==> src/rtl/riscv_muldiv_unit.sv <==
// riscv_muldiv_unit -- iterative RV32M multiply/divide unit.
//
// One shift-add (multiply) or restoring shift-subtract (divide) step per
// clock over XLEN iterations. Operands are reduced to magnitudes on entry,
// and the sign is re-applied in a single fix-up cycle. Divide-by-zero and
// signed overflow bypass the iteration and complete in one cycle.
//
// Ports:
//   clk     in   clock, rising edge
//   rst     in   asynchronous active-high reset
//   start   in   request, sampled only while idle
//   abort   in   cancel an operation in CALC/FIX
//   op      in   RV32M funct3 (MUL..REMU)
//   a, b    in   rs1 / rs2 operands, sampled with start
//   busy    out  high whenever not idle
//   done    out  one-cycle pulse, result valid
//   result  out  registered result, held until overwritten
module riscv_muldiv_unit #(
    parameter int unsigned XLEN  = 32,
    parameter int unsigned CNT_W = $clog2(XLEN) + 1
) (
    input  logic            clk,
    input  logic            rst,
    input  logic            start,
    input  logic            abort,
    input  logic [2:0]      op,
    input  logic [XLEN-1:0] a,
    input  logic [XLEN-1:0] b,
    output logic            busy,
    output logic            done,
    output logic [XLEN-1:0] result
);

    typedef enum logic [1:0] {IDLE, CALC, FIX, DONE} state_t;

    localparam logic [XLEN-1:0] XMIN = {1'b1, {(XLEN-1){1'b0}}};

    state_t            state_q, state_d;
    logic [2:0]        op_q;
    logic              neg_q;
    logic [XLEN-1:0]   md_q;      // multiplicand / divisor magnitude
    logic [XLEN-1:0]   hi_q;      // product high word / partial remainder
    logic [XLEN-1:0]   lo_q;      // multiplier->product low / dividend->quotient
    logic [XLEN-1:0]   result_q;
    logic [CNT_W-1:0]  cnt_q;

    // Input decode, used only on the accepting edge
    logic              a_sgn, b_sgn, div_zero, div_ovf, special;
    logic [XLEN-1:0]   abs_a, abs_b, special_res;

    always_comb begin
        a_sgn    = a[XLEN-1] & ((op == 3'b001) | (op == 3'b010) |
                                (op == 3'b100) | (op == 3'b110));
        b_sgn    = b[XLEN-1] & ((op == 3'b001) | (op == 3'b100) | (op == 3'b110));
        abs_a    = a_sgn ? -a : a;
        abs_b    = b_sgn ? -b : b;
        div_zero = op[2] & (b == '0);
        div_ovf  = op[2] & ~op[0] & (a == XMIN) & (b == '1);
        special  = div_zero | div_ovf;
        if (div_zero) special_res = op[1] ? a : '1;
        else          special_res = op[1] ? '0 : XMIN;
    end

    // One iteration step
    logic [XLEN:0]     mul_sum, div_shift, div_diff;
    logic [XLEN-1:0]   hi_d, lo_d;

    always_comb begin
        mul_sum   = {1'b0, hi_q} + {1'b0, (lo_q[0] ? md_q : '0)};
        div_shift = {hi_q, lo_q[XLEN-1]};
        div_diff  = div_shift - {1'b0, md_q};
        if (op_q[2]) begin
            // Borrow out of the top bit means the trial subtract failed
            if (!div_diff[XLEN]) begin
                hi_d = div_diff[XLEN-1:0];
                lo_d = {lo_q[XLEN-2:0], 1'b1};
            end else begin
                hi_d = div_shift[XLEN-1:0];
                lo_d = {lo_q[XLEN-2:0], 1'b0};
            end
        end else begin
            hi_d = mul_sum[XLEN:1];
            lo_d = {mul_sum[0], lo_q[XLEN-1:1]};
        end
    end

    // Sign fix-up and word selection
    logic [2*XLEN-1:0] prod, prod_fix;
    logic [XLEN-1:0]   q_fix, r_fix, fix_res;

    always_comb begin
        prod     = {hi_q, lo_q};
        prod_fix = neg_q ? -prod : prod;
        q_fix    = neg_q ? -lo_q : lo_q;
        r_fix    = neg_q ? -hi_q : hi_q;
        if (op_q[2])                 fix_res = op_q[1] ? r_fix : q_fix;
        else if (op_q[1:0] == 2'b00) fix_res = prod_fix[XLEN-1:0];
        else                         fix_res = prod_fix[2*XLEN-1:XLEN];
    end

    // FSM: state register
    always_ff @(posedge clk or posedge rst) begin
        if (rst) state_q <= IDLE;
        else     state_q <= state_d;
    end

    // FSM: next state
    always_comb begin
        state_d = state_q;
        case (state_q)
            IDLE: if (start) state_d = special ? DONE : CALC;
            CALC: begin
                if (abort)                                state_d = IDLE;
                else if (cnt_q == CNT_W'(XLEN - 1))       state_d = FIX;
            end
            FIX:  state_d = abort ? IDLE : DONE;
            DONE: state_d = IDLE;
            default: state_d = IDLE;
        endcase
    end

    // FSM: outputs
    always_comb begin
        busy   = (state_q != IDLE);
        done   = (state_q == DONE);
        result = result_q;
    end

    // Datapath
    always_ff @(posedge clk or posedge rst) begin
        if (rst) begin
            op_q     <= '0;
            neg_q    <= 1'b0;
            md_q     <= '0;
            hi_q     <= '0;
            lo_q     <= '0;
            result_q <= '0;
            cnt_q    <= '0;
        end else begin
            case (state_q)
                IDLE: if (start) begin
                    op_q  <= op;
                    // Remainder takes the dividend's sign; all else the XOR
                    neg_q <= (op[2] & op[1]) ? a_sgn : (a_sgn ^ b_sgn);
                    cnt_q <= '0;
                    hi_q  <= '0;
                    if (op[2]) begin
                        lo_q <= abs_a;
                        md_q <= abs_b;
                    end else begin
                        lo_q <= abs_b;
                        md_q <= abs_a;
                    end
                    if (special) result_q <= special_res;
                end
                CALC: if (!abort) begin
                    hi_q  <= hi_d;
                    lo_q  <= lo_d;
                    cnt_q <= cnt_q + CNT_W'(1);
                end
                FIX: if (!abort) result_q <= fix_res;
                default: ;
            endcase
        end
    end

endmodule

==> config.mk <==
export PLATFORM = sky130hd
export DESIGN_NAME = riscv_muldiv_unit
export DESIGN_NICKNAME = d
export VERILOG_FILES = /design/src/rtl/riscv_muldiv_unit.sv
export SDC_FILE = /design/constraint.sdc
export NUM_CORES = 1
export LEC_CHECK = 0
export ABC_AREA = 1
export BUFFER_PORTS_ARGS = -buffer_cell sky130_fd_sc_hd__buf_2
export CORE_MARGIN = 2
export CORE_UTILIZATION = 45
export CTS_BUF_LIST = sky130_fd_sc_hd__clkbuf_8
export DETAILED_ROUTE_END_ITERATION = 10
export PLACE_DENSITY = 0.71
export SYNTH_ARGS = -nofsm -noshare
export SYNTH_HDL_FRONTEND = slang
export SYNTH_SLANG_ARGS = --single-unit
export TNS_END_PERCENT = 10
==> constraint.sdc <==
create_clock -name clk -period 10.41 [get_ports clk]
set_input_delay 1.041 -clock clk [delete_from_list [all_inputs] [get_ports clk]]
set_output_delay 1.041 -clock clk [all_outputs]
set_load 0.1 [all_outputs]
==> results by group, run 1 <==
Status
  – Status: complete, no violations

Critical path
  – Worst Path Max Fanout: 54
  – Worst Setup End Kind: register
  – Crit start category: register
  – CP required: about 11 ns
  – Crit path DAT: 4.16 ns
  – Critical path class: reg2reg

Clocking
  – Post-CTS sizing: 0
  – CTS tree: yes
  – Clock tree sinks: 140
  – Skew-Pair Late Insertion Delay: 0.51 ns
  – CTS Buf Count: 17
  – Post-CTS Setup Inserts: 0
  – CTS H-tree depth: 4
  – Hold buffer count at cts: 0
  – CTS root buf: clkbuf_8
  – CTS Buffer Depth: 2
  – Clk pin slew, worst setup/hold paths: 0.09 ns

Routing
  – Drt via density: 5.98
  – Drc violations: 0
  – DR iter-0 viols: 2640
  – Drt total wl: 80500 um
  – 1st-pass router iterations: 7
  – Drt wl/cell: 22.6 um
  – Via count: approximately 21000
  – Antenna-violating nets left: 0

Placement
  – DPL Wire Length: 63600 um
  – Placed Area: 18100 um^2
  – GP Congestion: roughly 1.1
  – I/O Buffers: 104

Die
  – I/O pin cnt: 105
  – Core ar.: 37800 um^2
  – Starting density of the core: 45.8%
  – Die Ht: roughly 200 um
  – Num rows: 71
  – Full die area: about 40000 um^2
  – Die X-Extent: around 200 um

Min path
  – Hold crit path type: reg2reg

Yosys
  – Synth Instances: between 3000 and 4000
  – Async set-reset flop share out of synthesis: 100%
  – #FFs+latches synth: between 100 and 150
  – EDFF count, synth: 0
  – Area contributors post-synth: dfrtp_1 (20%), nand2_1 (19%), nand3_1 (8.8%), nor2_1 (7.7%), inv_1 (7.6%)
  – Mapped cell area: approximately 17000 um^2
  – Synth area leader: dfrtp_1
  – Sequential fraction of the synthesis area: 20.2%
  – Mean Syn Cell Area: 5.75 um^2
  – Most used DFF post-synth: dfrtp_1
  – Syn Nets: 3154
  – Synth top area share: between 20% and 30%
  – Yosys cell types: 55
  – Ys Warns: 0

Finish
  – Layout area overhead: 6.77%
  – Seq. cell area: 3510 um^2
  – Most frequent cells in the layout: nand2_1 (881), nor2_1 (354), inv_1 (350)
  – Area of the multi-input gates: 11900 um^2
  – Share of cells above drive strength 1: 7.46%
  – Design Area, Final: 18500 um^2
  – Nets: around 3200
  – Fill cells: 4105
  – Diode count: 0
  – Commonest non-fill, non-tap cell in the layout: nand2_1

STA
  – Fin crit period: 3.71 ns
  – TNS Setup: 0 ns
  – Fin. Hold Viols: 0
  – Slew Limit Fails: 0
  – Unrepaired setup endpoints after global routing: false
  – Final setup fails: 0
  – Final critical-path share of the clock period: 35.6%
  – Peak Freq: 0.270 GHz
  – Skew final: 0.0185 ns
  – Worst-Margin Slew: approximately 1.2 ns
  – Max-slew headroom: ~23%

Job
  – Max-Cap Viols: 0

Pwr
  – Power per cell area: about 360 nW/um^2
  – Pwr Total: 6.58 mW
  – Leak: 9.44 nW
  – Peak VDD IR: 0.000392 V

Global routing
  – Total congestion overflow: 0
  – GR Util All Layers: between 30% and 40%
  – Vias in the first global route: 19300
  – First-pass GRT wire length: around 120000 um
  – Largest net degree at the start of global routing: 75
  – Antenna violations before repair: 0
worst max-delay path, stage by stage, from the launching register on:
cell and delay [ns]:
dfrtp_4 0.74, clkinv_1 0.10, buf_4 0.59, nor2_1 0.26, nor2_1 0.57, o21ai_0 0.42, nor2_1 0.17, o21ai_0 0.41
o21ai_0 0.21, nand2_1 0.07, nand2_1 0.07
cell families after synthesis:
family	count (synthesis)	synth area share, %
XOR/XNOR	82	4.15
AND/OR/NAND/NOR	1677	40.8
flip-flops	140	20.2
AO/OA/AOI/OAI	566	18.4
adder cells (fa/ha/maj)	72	5.29
buffers and inverters	474	11.1
Yosys cell counts (all sizes together), types with 9 or more instances:
library cell / count
a211oi: 22
a21oi: 207
a31oi: 23
buf: 48
clkbuf: 59
dfrtp: 140
ha: 70
inv: 364
nand2: 894
nand3: 308
nand3b: 14
nand4: 28
nor2: 377
nor3: 33
nor4: 11
o211ai: 27
o21a: 9
o21ai: 229
o21bai: 10
o221ai: 15
xnor2: 17
xor2: 65
per-layer routing:
layer	routed length, um	global-route usage (%)
met5	0	0
met4	4420	19.1
met3	9150	7.63
met2	33600	58.8
met1	33300	53.9
registers in the layout, indices dropped and copies added (netlist names):
register / count
lo_q: 32
result: 32
neg_q: 1
op_q: 3
hi_q: 32
cnt_q: 6
md_q: 32
state_q: 2
through the flow:
step,util [%],setup slack [ns],hold WS (ns),cells
after CTS,48.9,6.90,0.497,3567
after global routing,48.9,6.61,0.537,3567
after detailed placement,47.9,6.35,0.467,3536
final,48.9,6.70,0.493,3567
after global placement,47.9,6.45,0.467,3536
after floorplan,-,5.62,0.454,3011
where the power goes:
part	total (mW)	switching (mW)	internal, mW
logic	4.88	3.57	1.31
clock network	0.485	0.261	0.224
registers	1.22	0.437	0.778
total	6.58	4.27	2.31
worst paths after layout:
| kind | startpoint | end | slack, ns | cells past startpoint |
|---|---|---|---|---|
| min reg2reg | result[9]$_DFFE_PP0P_ | result[9]$_DFFE_PP0P_ | 0.49 | 2 |
| max | op_q[2]$_DFFE_PP0P_ | result[10]$_DFFE_PP0P_ | 6.70 | 10 |
| min | result[9]$_DFFE_PP0P_ | result[9]$_DFFE_PP0P_ | 0.49 | 2 |
| min in group asynchronous | rst | lo_q[28]$_DFFE_PP0P_ | 0.63 | 2 |
| max in group asynchronous | rst | op_q[2]$_DFFE_PP0P_ | 8.16 | 3 |
| max reg2reg | op_q[2]$_DFFE_PP0P_ | result[10]$_DFFE_PP0P_ | 6.70 | 10 |
cell type report:
class / instances / share of cell area [%]
Clock buffer: 18 / 1.34
Timing Repair Buffer: 121 / 3.51
Clock inverter: 13 / 0.853
Sequential cell: 140 / 19.0
Inverter: 367 / 7.51
Multi-Input combinational cell: 2397 / 64.3
Tap cell: 511 / 3.46
No activity file was read; power rests on OpenSTA's default activity.
==> inputs of run 2 (changes only) <==
- PLACE_DENSITY: 0.71 -> 0.73
- clock period: 10.41 -> 3.2 ns (I/O delays scaled with it)
==> run 2 against run 1 <==
  * Global-route usage fell by 0.28 points
  * Power rose to 3.3 times the previous value
  * Sequential power rose to 3.0 times the previous value
  * Flip-flop and latch count did not move
  * Die area did not move
  * Clock power rose to 3.2 times the previous value
  * Final cell count rose by 1.4%
  * Count of clock-buffer cells in the layout fell by 1
  * Combinational power rose to 3.4 times the previous value
  * Via count rose by 0.27%
  * Non-clock buffer count rose by 49
  * Critical path type unchanged
  * Highest routed layer is now met5
==> results by group, run 2 (same netlist as run 1, synthesis figures left out) <==
Global routing
  – First-pass GRT wire length: 120000 um (-0.25%)
  – Busiest layer in global routing: met2
  – Largest net degree at the start of global routing: 71 (-5.3%)
  – Vias in the first global route: 19600 (+1.5%)
  – Met1 Use GR: 54.0% (+0.14 points)
  – Total congestion overflow: 0 (unchanged)
  – Met2 Use GR: 56.1% (-2.8 points)
  – GR Util met3: 8.85% (+1.2 points)
  – GR Util All Layers: 38.9% (-0.28 points)
  – Antenna violations before repair: 5 (+5)

Clocking
  – Clock tree sinks: 140 (unchanged)
  – Clk pin slew, worst setup/hold paths: 0.11 ns (+0.02 ns)
  – CTS Buffer Depth: 2 (unchanged)
  – Skew-Pair Late Insertion Delay: 0.53 ns (+0.02 ns)
  – CTS H-tree depth: 4 (unchanged)
  – Post-CTS Setup Inserts: 0 (unchanged)
  – CTS tree: yes
  – CTS Buf Count: 17 (unchanged)
  – CTS root buf: clkbuf_8

Routing
  – Drt via density: 5.91 (-1.1%)
  – 1st-pass router iterations: 9 (+2)
  – Drt total wl: 79100 um (-1.7%)
  – Drt wl/cell: 21.9 um (-3.1%)
  – DR iter-0 viols: 2838 (+7.5%)
  – Via count: 21400 (+0.27%)
  – Drc violations: 0 (unchanged)
  – Antenna-violating nets left: 0 (unchanged)

Status
  – Status: complete, no violations

Finish
  – Commonest non-fill, non-tap cell in the layout: nand2_1
  – Seq. cell area: 3510 um^2 (unchanged)
  – Non-Filler Instances: 3617 (+1.4%)
  – Most frequent cells in the layout: nand2_1 (881), nor2_1 (354), inv_1 (350)
  – Area of the multi-input gates: 11900 um^2 (+0.18%)
  – Share of cells above drive strength 1: 8.95% (+1.5 points)
  – Nets: 3236 (+1.5%)
  – Fill cells: 4150 (+1.1%)
  – Layout area overhead: 9.07%

Critical path
  – CP required: 3.59 ns (-7.27 ns)
  – Crit start category: register
  – Crit path DAT: 3.32 ns (-0.84 ns)
  – Critical path class: reg2reg
  – Worst Path Max Fanout: 31 (-43%)
  – Reg2reg setup slack: 0.26 ns (-6.44 ns)
  – Worst Setup End Kind: register

STA
  – Skew final: 0.0293 ns (+0.0108 ns)
  – Worst-Margin Slew: 0.768 ns (-0.383 ns)
  – Final critical-path share of the clock period: 91.7% (+56 points)
  – Slew Limit Fails: 0 (unchanged)
  – Unrepaired setup endpoints after global routing: false
  – Fin crit period: 2.94 ns (-0.775 ns)
  – Max-slew headroom: 48.8% (+26 points)
  – TNS Setup: 0 ns (unchanged)
  – Peak Freq: 0.341 GHz (+26%)
  – Fin. Hold Viols: 0 (unchanged)
  – Final setup fails: 0 (unchanged)

Die
  – Starting density of the core: 45.8% (unchanged)
  – Die Ht: 200 um (unchanged)
  – Num rows: 71 (unchanged)
  – I/O pin cnt: 105 (unchanged)
  – Die X-Extent: 200 um (unchanged)
  – Core ar.: 37800 um^2 (unchanged)
  – Full die area: 40000 um^2 (unchanged)

Pwr
  – Leak: 9.69 nW (+2.7%)
  – Power per cell area: 1150 nW/um^2 (+220%)
  – Peak VDD IR: 0.00116 V (+200%)

Job
  – Max-Cap Viols: 0 (unchanged)

Min path
  – Hold crit path type: in2reg

Placement
  – GP Congestion: 1.11 (+5.6%)
  – # placed instances: 3584 (+1.4%)
  – DPL Wire Length: 63400 um (-0.37%)
  – I/O Buffers: 104 (unchanged)
[run 2: cell type report]
type	instances	share of cell area [%]
inverters	367	7.34
multi-input cells	2397	63.1
flip-flops and latches	140	18.6
well taps	511	3.39
clock inverters	14	0.802
diodes	1	0.0133
clock buffers	17	1.24
repair buffers	170	5.53
[run 2: power breakdown]
part	switching, mW	internal (mW)
Sequential	1.08	2.54
Clock	0.901	0.644
Combinational	12.1	4.52
[run 2: worst max-delay path, cell delays in order (launching register included)]
cell      delay [ns]
dfrtp_1         0.43
buf_4           0.35
nand2_1         0.12
inv_1           0.10
ha_1            0.30
a21oi_1         0.27
a21boi_0        0.27
a21boi_0        0.22
nand3_1         0.21
nand2_1         0.11
nand2_1         0.05
o21ai_0         0.17
inv_1           0.06
nand2_1         0.06
o21ai_1         0.06
[run 2: layer usage]
| layer | vias to the layer above | wire [um] |
|---|---|---|
| met1 | 9787 | 33000 |
| met5 | - | 44 |
| met3 | 224 | 9530 |
| li1 | 10000 | - |
| met4 | 8 | 4860 |
| met2 | 1339 | 31700 |
[run 2: final timing paths]
path | from | to | depth (start not counted)
max in group asynchronous | rst | op_q[2]$_DFFE_PP0P_ | 4
hold / removal | abort | state_q[0]$_DFFE_PP0P_ | 3
hold reg to reg | result[6]$_DFFE_PP0P_ | result[6]$_DFFE_PP0P_ | 2
setup reg to reg | lo_q[0]$_DFFE_PP0P_ | hi_q[23]$_DFFE_PP0P_ | 14
min in group asynchronous | rst | lo_q[0]$_DFFE_PP0P_ | 3
setup / recovery | lo_q[0]$_DFFE_PP0P_ | hi_q[23]$_DFFE_PP0P_ | 14
[run 2: what timing repair did]
action | CTS | global route
endpoints found under the hold margin | 6 | 0
resized for setup | 0 | 8
endpoints found under the setup margin | 0 | 16
hold buffers | 1 | 0
[run 2: per-stage QoR]
step	setup WS, ns	total power [mW]	utilization (%)	hold WS, ns	cell area (um^2)
2_1_floorplan	0.540	14.4	-	0.454	17300
5_1_grt	0.0118	23.3	50.0	0.155	18900
3_5_place_dp	0.133	19.5	48.9	0.287	18500
4_1_cts	0.0700	21.1	49.9	0.144	18800
6_report	0.265	21.8	50.0	0.172	18900
3_3_place_gp	0.201	19.4	48.9	0.290	18500
